[config.mk]
export PLATFORM = sky130hd
export DESIGN_NAME = minitb_ahb_slave_mem
export DESIGN_NICKNAME = d
export VERILOG_FILES = /design/src/rtl/minitb_ahb_pkg.sv /design/src/rtl/minitb_ahb_slave_ram.sv /design/src/rtl/minitb_ahb_slave_mem.sv
export SDC_FILE = /design/constraint.sdc
export NUM_CORES = 1
export LEC_CHECK = 0
export BUFFER_PORTS_ARGS = -buffer_cell sky130_fd_sc_hd__buf_2
export CORE_MARGIN = 1.5
export CORE_UTILIZATION = 40
export DETAILED_ROUTE_END_ITERATION = 8
export HOLD_SLACK_MARGIN = 0.15
export PLACE_DENSITY_LB_ADDON = 0.3
export SETUP_SLACK_MARGIN = 0.05
export SLEW_MARGIN = 20
export SYNTH_ARGS = -nofsm -noshare
export SYNTH_HDL_FRONTEND = slang
export SYNTH_SLANG_ARGS = --single-unit
[constraint.sdc]
create_clock -name hclk -period 7.63 [get_ports hclk]
set_input_delay 1.526 -clock hclk [delete_from_list [all_inputs] [get_ports hclk]]
set_output_delay 1.526 -clock hclk [all_outputs]
set_load 0.03 [all_outputs]
[src/rtl/minitb_ahb_pkg.sv]
// Shared AHB-lite types for the miniTB slave memory and master BFM.
package minitb_ahb_pkg;

    typedef enum logic [1:0] {
        IDLE   = 2'b00,
        BUSY   = 2'b01,
        NONSEQ = 2'b10,
        SEQ    = 2'b11
    } htrans_t;

    typedef enum logic [1:0] {
        OKAY  = 2'b00,
        ERROR = 2'b01,
        RETRY = 2'b10,
        SPLIT = 2'b11
    } hresp_t;

    typedef enum logic [1:0] {
        ADDR,
        WAIT,
        ERR1,
        ERR2
    } slave_state_t;

    // Width of the wait-state counter (waitStates range 0..15).
    localparam int unsigned WAIT_CNT_W = 4;

    // Index width for a memory of n words; never narrower than one bit.
    function automatic int unsigned idx_width(input int unsigned n);
        return (n > 1) ? $clog2(n) : 1;
    endfunction

endpackage

[src/rtl/minitb_ahb_slave_ram.sv]
// Word array with one synchronous write port and one registered read port.
// A read issued on the same edge as a write to the same index returns the
// new write data; an out-of-range read (hit=0) loads zero.
module minitb_ahb_slave_ram
    import minitb_ahb_pkg::*;
#(
    parameter int unsigned dataWidth = 32,
    parameter int unsigned depth     = 16,
    parameter int unsigned idxWidth  = 4
) (
    input  logic                 clk,
    input  logic                 rst,
    input  logic                 wr_en,
    input  logic [idxWidth-1:0]  wr_idx,
    input  logic [dataWidth-1:0] wr_data,
    input  logic                 rd_en,
    input  logic                 rd_hit,
    input  logic [idxWidth-1:0]  rd_idx,
    output logic [dataWidth-1:0] rd_data
);

    // Contents survive reset; they only start from zero.
    logic [dataWidth-1:0] mem [depth] = '{default: '0};

    // Write port: commits at the end of a completing write data phase.
    always_ff @(posedge clk) begin
        if (wr_en) begin
            mem[wr_idx] <= wr_data;
        end
    end

    // Read port: captured on address accept, held until the next read accept.
    always_ff @(posedge clk) begin
        if (rst) begin
            rd_data <= '0;
        end else if (rd_en) begin
            if (!rd_hit) begin
                rd_data <= '0;
            end else if (wr_en && (wr_idx == rd_idx)) begin
                rd_data <= wr_data;
            end else begin
                rd_data <= mem[rd_idx];
            end
        end
    end

endmodule

[src/rtl/minitb_ahb_slave_mem.sv]
// AHB-lite slave memory: registers the address phase, completes the data
// phase after waitStates stall cycles, and answers out-of-range addresses
// with a two-cycle ERROR response.
module minitb_ahb_slave_mem
    import minitb_ahb_pkg::*;
#(
    parameter int unsigned addrWidth  = 8,
    parameter int unsigned dataWidth  = 32,
    parameter int unsigned depth      = 16,
    parameter int unsigned waitStates = 0
) (
    input  logic                 hclk,
    input  logic                 hreset,
    input  logic                 hsel,
    input  logic [1:0]           htrans,
    input  logic [addrWidth-1:0] haddr,
    input  logic                 hwrite,
    input  logic [dataWidth-1:0] hwdata,
    output logic [dataWidth-1:0] hrdata,
    output logic                 hready,
    output logic [1:0]           hresp
);

    localparam int unsigned           IDX_W     = idx_width(depth);
    localparam logic [addrWidth:0]    DEPTH_LIM = (addrWidth + 1)'(depth);
    localparam logic [WAIT_CNT_W-1:0] WAIT_INIT = WAIT_CNT_W'(waitStates);

    slave_state_t          state_q;
    slave_state_t          state_d;
    logic [WAIT_CNT_W-1:0] cnt_q;
    logic [WAIT_CNT_W-1:0] cnt_d;

    logic [IDX_W-1:0] addr_q;
    logic             write_q;
    logic             inrange_q;
    logic             pending_q;

    logic             is_xfer;
    logic             accept;
    logic             in_range;
    logic             commit;
    logic [IDX_W-1:0] idx;

    assign is_xfer  = htrans_t'(htrans) inside {NONSEQ, SEQ};
    assign accept   = hready && hsel && is_xfer;
    assign in_range = ({1'b0, haddr} < DEPTH_LIM);
    assign idx      = haddr[IDX_W-1:0];
    assign commit   = hready && pending_q && write_q && inrange_q && !hreset;

    // Bus response decoded from the registered state only.
    always_comb begin
        hready = 1'b1;
        hresp  = OKAY;
        case (state_q)
            WAIT: begin
                hready = 1'b0;
            end
            ERR1: begin
                hready = 1'b0;
                hresp  = ERROR;
            end
            ERR2: begin
                hresp  = ERROR;
            end
            default: begin
            end
        endcase
    end

    // Next-state and wait counter; ERR2 may accept a new address like ADDR.
    always_comb begin
        state_d = state_q;
        cnt_d   = cnt_q;
        case (state_q)
            ADDR, ERR2: begin
                state_d = ADDR;
                if (accept) begin
                    if (!in_range) begin
                        state_d = ERR1;
                    end else if (WAIT_INIT != '0) begin
                        state_d = WAIT;
                        cnt_d   = WAIT_INIT;
                    end
                end
            end
            WAIT: begin
                cnt_d = cnt_q - WAIT_CNT_W'(1);
                if (cnt_q <= WAIT_CNT_W'(1)) begin
                    state_d = ADDR;
                end
            end
            ERR1: begin
                state_d = ERR2;
            end
            default: begin
                state_d = ADDR;
            end
        endcase
    end

    // State and counter registers.
    always_ff @(posedge hclk) begin
        if (hreset) begin
            state_q <= ADDR;
            cnt_q   <= '0;
        end else begin
            state_q <= state_d;
            cnt_q   <= cnt_d;
        end
    end

    // Address-phase capture; a data phase is pending until an hready-high edge.
    always_ff @(posedge hclk) begin
        if (hreset) begin
            pending_q <= 1'b0;
            addr_q    <= '0;
            write_q   <= 1'b0;
            inrange_q <= 1'b0;
        end else if (hready) begin
            pending_q <= accept;
            if (accept) begin
                addr_q    <= idx;
                write_q   <= hwrite;
                inrange_q <= in_range;
            end
        end
    end

    minitb_ahb_slave_ram #(
        .dataWidth (dataWidth),
        .depth     (depth),
        .idxWidth  (IDX_W)
    ) u_ram (
        .clk     (hclk),
        .rst     (hreset),
        .wr_en   (commit),
        .wr_idx  (addr_q),
        .wr_data (hwdata),
        .rd_en   (accept && !hwrite),
        .rd_hit  (in_range),
        .rd_idx  (idx),
        .rd_data (hrdata)
    );

endmodule

Word level (Yosys, flattened, before mapping). Memory sizes are Yosys's and may differ from the RTL's. Cells that the tools add are included. Widths: inputs -> output; s select.

Memories kept: 1. Input bits: 46. Output and inout bits: 35. Bits in writable memories: 512. Word-level logic and storage cells: 45. Register bits: 45.

Bitwise logic cells: 1. Reduce and logical (&&, ||, !) cells: 16. Order comparisons: 2. Multiplexer cells: 10. Equality and inequality tests: 7. Add/subtract/negate cells: 1.

Memories: u_ram.mem (words 16, width 32, read ports 1, clocked after memory_dff 0, write ports 1, line minitb_ahb_slave_ram.sv:23) `logic [dataWidth-1:0] mem [depth] = '{default: '0};`.

Operators with widths (count): $mux 32 (2); $eq 2x2->1 const B (4); $logic_and 1x1->1 (8); $lt 8x5->1 const B (1); $mux 2 (3); $pmux 2 s3 (1); $reduce_or 2->1 (3); $eq 4x4->1 (1); $le 4x1->1 const B (1); $mux 1 (4); $sub 4x1->4 const B (1); $eq 2x1->1 const B (1); $logic_not 1->1 (2); $logic_not 2->1 (1); $ne 2x2->1 const B (1); $reduce_and 2->1 (1); $reduce_bool 2->1 (1); $not 1->1 (1).

Logic depth before layout (Yosys ltp).
Depth in word-level cells: 10. Gate-level depth with buffers: 9. Depth with buffers taken out: 6.

Modules after synthesis. Synthesis repeated with hierarchy kept, for this count alone.

Cells, all modules: 1209. Area, all modules: 22338.9 sq um.

Modules (own cells, without submodules): minitb_ahb_slave_ram (cells each 1137, area an instance 21715.8 sq um, times used 1); minitb_ahb_slave_mem (cells each 72, area an instance 623.1 sq um, times used 1).

Worst setup path after synthesis. Ideal clock, no wire load.

Kind: input port to flip-flop. From: input hreset. To: memory u_ram.mem[0][0], enable pin. Path slack: 2.702 ns. Buffers on the path: 1. Arrival time: 4.467 ns. Cell stages on the path: 3. Cell sequence: clkbuf_1 -> or4_1 -> nor3_1.

Word-level cells in the longest chain between the ends: 4.

Ends and longest elaborated chain: start: declaration (line minitb_ahb_slave_mem.sv:13) `input logic hreset,`; $logic_not 1->1 (line minitb_ahb_slave_mem.sv:48) `assign commit = hready && pending_q && write_q && inrange_q && !hreset;`; $logic_and 1x1->1 (line minitb_ahb_slave_mem.sv:48); $mux 1 (line minitb_ahb_slave_ram.sv:27) `if (wr_en) begin`; $mux 1 (implied by the code) (line minitb_ahb_slave_ram.sv:28) `mem[wr_idx] <= wr_data;`; end: declaration (line minitb_ahb_slave_ram.sv:23).

No other way between the ends.

Worst setup path after layout.
From: input hreset. To: memory u_ram.mem[1][0], enable pin.

The elaborated chain is that of the path after synthesis.

==> metrics.txt <==
diode count 0; Cell Rows 84; synth unique cells 38; Initial Util 40.3%; Top cell by count, worst path buf_4; initial antenna violation count 1; flip-flop and latch area 0.0163 mm^2; Post-Route Skew 10.1 ps; antenna viol nets, final 0; Final Slew Violations 0; crit path launch hreset; final net count 1,144; number of non-filler instances in the completed layout 1,825; yosys synthesis warning count 0; Worst Max-Slew Pin Slew 1090 ps; Req. time, crit path 7870 ps; Post-Syn Nets 1,049; Post-synth EDFFs 512; vias in the first global route 10,644; clk slew on worst S/H paths 60 ps; CTS Buffer Depth 3; RSZ-0062 raised after global routing no; post-DR wirelength/cell 25.3 um; DR DRC count 0; top_reg_cell synth edfxtp_1; I/O pin cnt 81; Syn Inst Count 998; #FFs+latches synth 557; CORE AREA 0.0524 mm^2; H-tree Lvls 2; later-pin clock latency in the skew report 590 ps; VDD IR-drop max 163 uV; Root Buffer clkbuf_16; Syn Area/Cell 21.2 um^2; total gr overflow 0; Post-CTS Hold Fix Bufs 0; slowest stage cell, crit path nor3_2; layout cell share with drive strength beyond 1 28.8%; critical hold path startpoint inrange_q$_SDFFE_PP0P_; Critical Path Start Type input pin; global-route wire length before repair 68.9 mm; # setup viols final 0; Critical Path Max Stage Delay 870 ps; CP max FO 48; crit share post-route 52.0%; FILL cells 4,374; outcome finished clean; initial DRC count 962; CP Cell Sequence buf_2 -> buf_4 -> nor2_1 -> nand3b_1 -> nor3_2 -> buf_4; pwr dens 254 mW/mm^2; Vias/cell 5.59; drt pass-1 iters 5; die height 233 um; synthesized area 0.0212 mm^2; crit path kind input pin to flop; sequential element share of the synthesized area 76.9%; Final GP Congestion 0.712; largest net degree at the start of global routing 116; post-cts resize count 0; CTS sink count 557; Worst EP arrival 4210 ps; total track usage 17.5%; I/O Buffers 78; die area 0.0543 mm^2; FMAX 252 MHz; Synth async-reset ratio 0%; detailed placement HPWL 23.8 mm; setup bufs post-CTS 0; CTS tree done; Reg2Reg Launch Point state_q[0]$_SDFFE_PP0P_; Syn-to-layout area delta 14.1%; vias 10,202; Die W 233 um; min Tclk post-route 3960 ps; Max Cap Violations 0; Min-Delay Path Class flop to flop; normalized max-slew margin 27.2%; Hold Slack 469 ps; Leakage 7.74 nW; TritonCTS Buffers 55; footprint of the multi-input gates 0.00470 mm^2; WL final 46.2 mm; Final TNS setup 0 ps; Worst Setup End Kind flop; Fin. Hold Viols 0; number of cells after detailed placement 1,724
state kept, by name, indices dropped and copies added, names as in the netlist:
| register | cells |
|---|---|
| u_ram.rd_data | 32 |
| state_q | 2 |
| pending_q | 1 |
| inrange_q | 1 |
| write_q | 1 |
| u_ram.mem | 512 |
| cnt_q | 4 |
| addr_q | 4 |
cell usage after synthesis, types with 2 or more instances:
| library cell | n | area share (%) |
|---|---|---|
| edfxtp_1 | 512 | 73 |
| mux4_2 | 128 | 14 |
| a22oi_1 | 64 | 2.3 |
| dfxtp_1 | 45 | 4.3 |
| nand2_1 | 44 | 0.78 |
| clkbuf_1 | 38 | 0.67 |
| a221o_1 | 32 | 1.5 |
| nor3b_1 | 32 | 1.1 |
| nor2_1 | 22 | 0.39 |
| buf_2 | 8 | 0.19 |
| buf_4 | 7 | 0.25 |
| buf_6 | 7 | 0.37 |
| a21oi_1 | 6 | 0.14 |
| nor3_1 | 6 | 0.14 |
| ha_1 | 5 | 0.30 |
| inv_1 | 5 | 0.089 |
| xor2_1 | 5 | 0.21 |
| buf_1 | 4 | 0.071 |
| nand2b_1 | 3 | 0.089 |
| and3_1 | 2 | 0.059 |
| nand3_1 | 2 | 0.047 |
| nand3b_1 | 2 | 0.071 |
| nor2b_1 | 2 | 0.059 |
| nor4_1 | 2 | 0.059 |
| xnor2_1 | 2 | 0.083 |
stage by stage:
step / utilization, % / power [mW] / setup slack [ps] / instance area (um^2)
floorplan: - / 3.55 / 2700 / 21200
CTS: 46.0 / 6.20 / 3560 / 24100
detailed placement: 42.8 / 3.65 / 2930 / 22400
global route: 46.0 / 6.34 / 3470 / 24100
finish: 46.0 / 6.14 / 3670 / 24100
global placement: 42.8 / 3.64 / 2910 / 22400
where the power goes:
group          switching, mW  internal, mW  leakage, nW  total, mW
Combinational          0.148        0.0924         1.94      0.240
Sequential           0.00531          3.33         4.96       3.34
Clock                   1.09          1.47        0.834       2.56
cells by family after synthesis:
group	synth area share, %
adder cells (fa/ha/maj)	0.296
AO/OA/AOI/OAI	4.09
multiplexers	13.7
XOR/XNOR	0.290
flip-flops	76.9
AND/OR/NAND/NOR	3.09
buffers and inverters	1.64
other	0.0177
layout by cell type, fill, tap and decap left out, types with 2 or more instances in the layout:
master and instances:
nand3b_1 2, nor3_2 2, nor2_4 13, nor4_1 2
nand3_1 2, a22oi_1 64, mux4_2 128, xor2_1 5
edfxtp_1 512, buf_4 24, nor3_1 2, a21oi_1 6
ha_1 5, clkbuf_1 22, dfxtp_1 45, clkbuf_8 8
nand2_1 44, buf_2 76, nor2_1 9, nand2b_1 3
clkinv_2 8, nor3b_1 32, nor3_4 2, nor2b_4 2
xnor2_1 2, clkbuf_16 57, inv_1 5, a221o_1 32
clkinv_1 6
path summary, 6_finish.rpt:
| check | to | slack [ps] | cells after the start |
|---|---|---|---|
| worst max-delay path | u_ram.mem[1][0]$_DFFE_PP_ | 3670 | 6 |
| worst min-delay path | inrange_q$_SDFFE_PP0P_ | 470 | 2 |
| worst min register to register | inrange_q$_SDFFE_PP0P_ | 470 | 2 |
| worst max register to register | u_ram.rd_data[23]$_SDFFE_PP0P_ | 4080 | 7 |
critical path, delay by kind of cell:
family / cells / cell delay, ps
buf+inv: 3 / 980
simple gates: 3 / 1660
per-layer routing:
metal | part of all wire, % | wire length, um | track usage [%] | up-vias
met5 | 0.017 | 8 | 0 | -
li1 | - | - | - | 4386
met2 | 48 | 22300 | 28.4 | 288
met4 | 2.0 | 912 | 5.02 | 2
met1 | 44 | 20200 | 24.0 | 5463
met3 | 6.0 | 2750 | 3.43 | 63
area by class of cell:
cell class / count / area share, %
Inverter: 5 / 0.0777
Tap cell: 688 / 3.57
Timing Repair Buffer: 102 / 2.46
Sequential cell: 557 / 67.4
Multi-Input combinational cell: 372 / 19.5
Clock buffer: 86 / 6.65
Clock inverter: 15 / 0.383
Power figures use the tool's default switching activity.
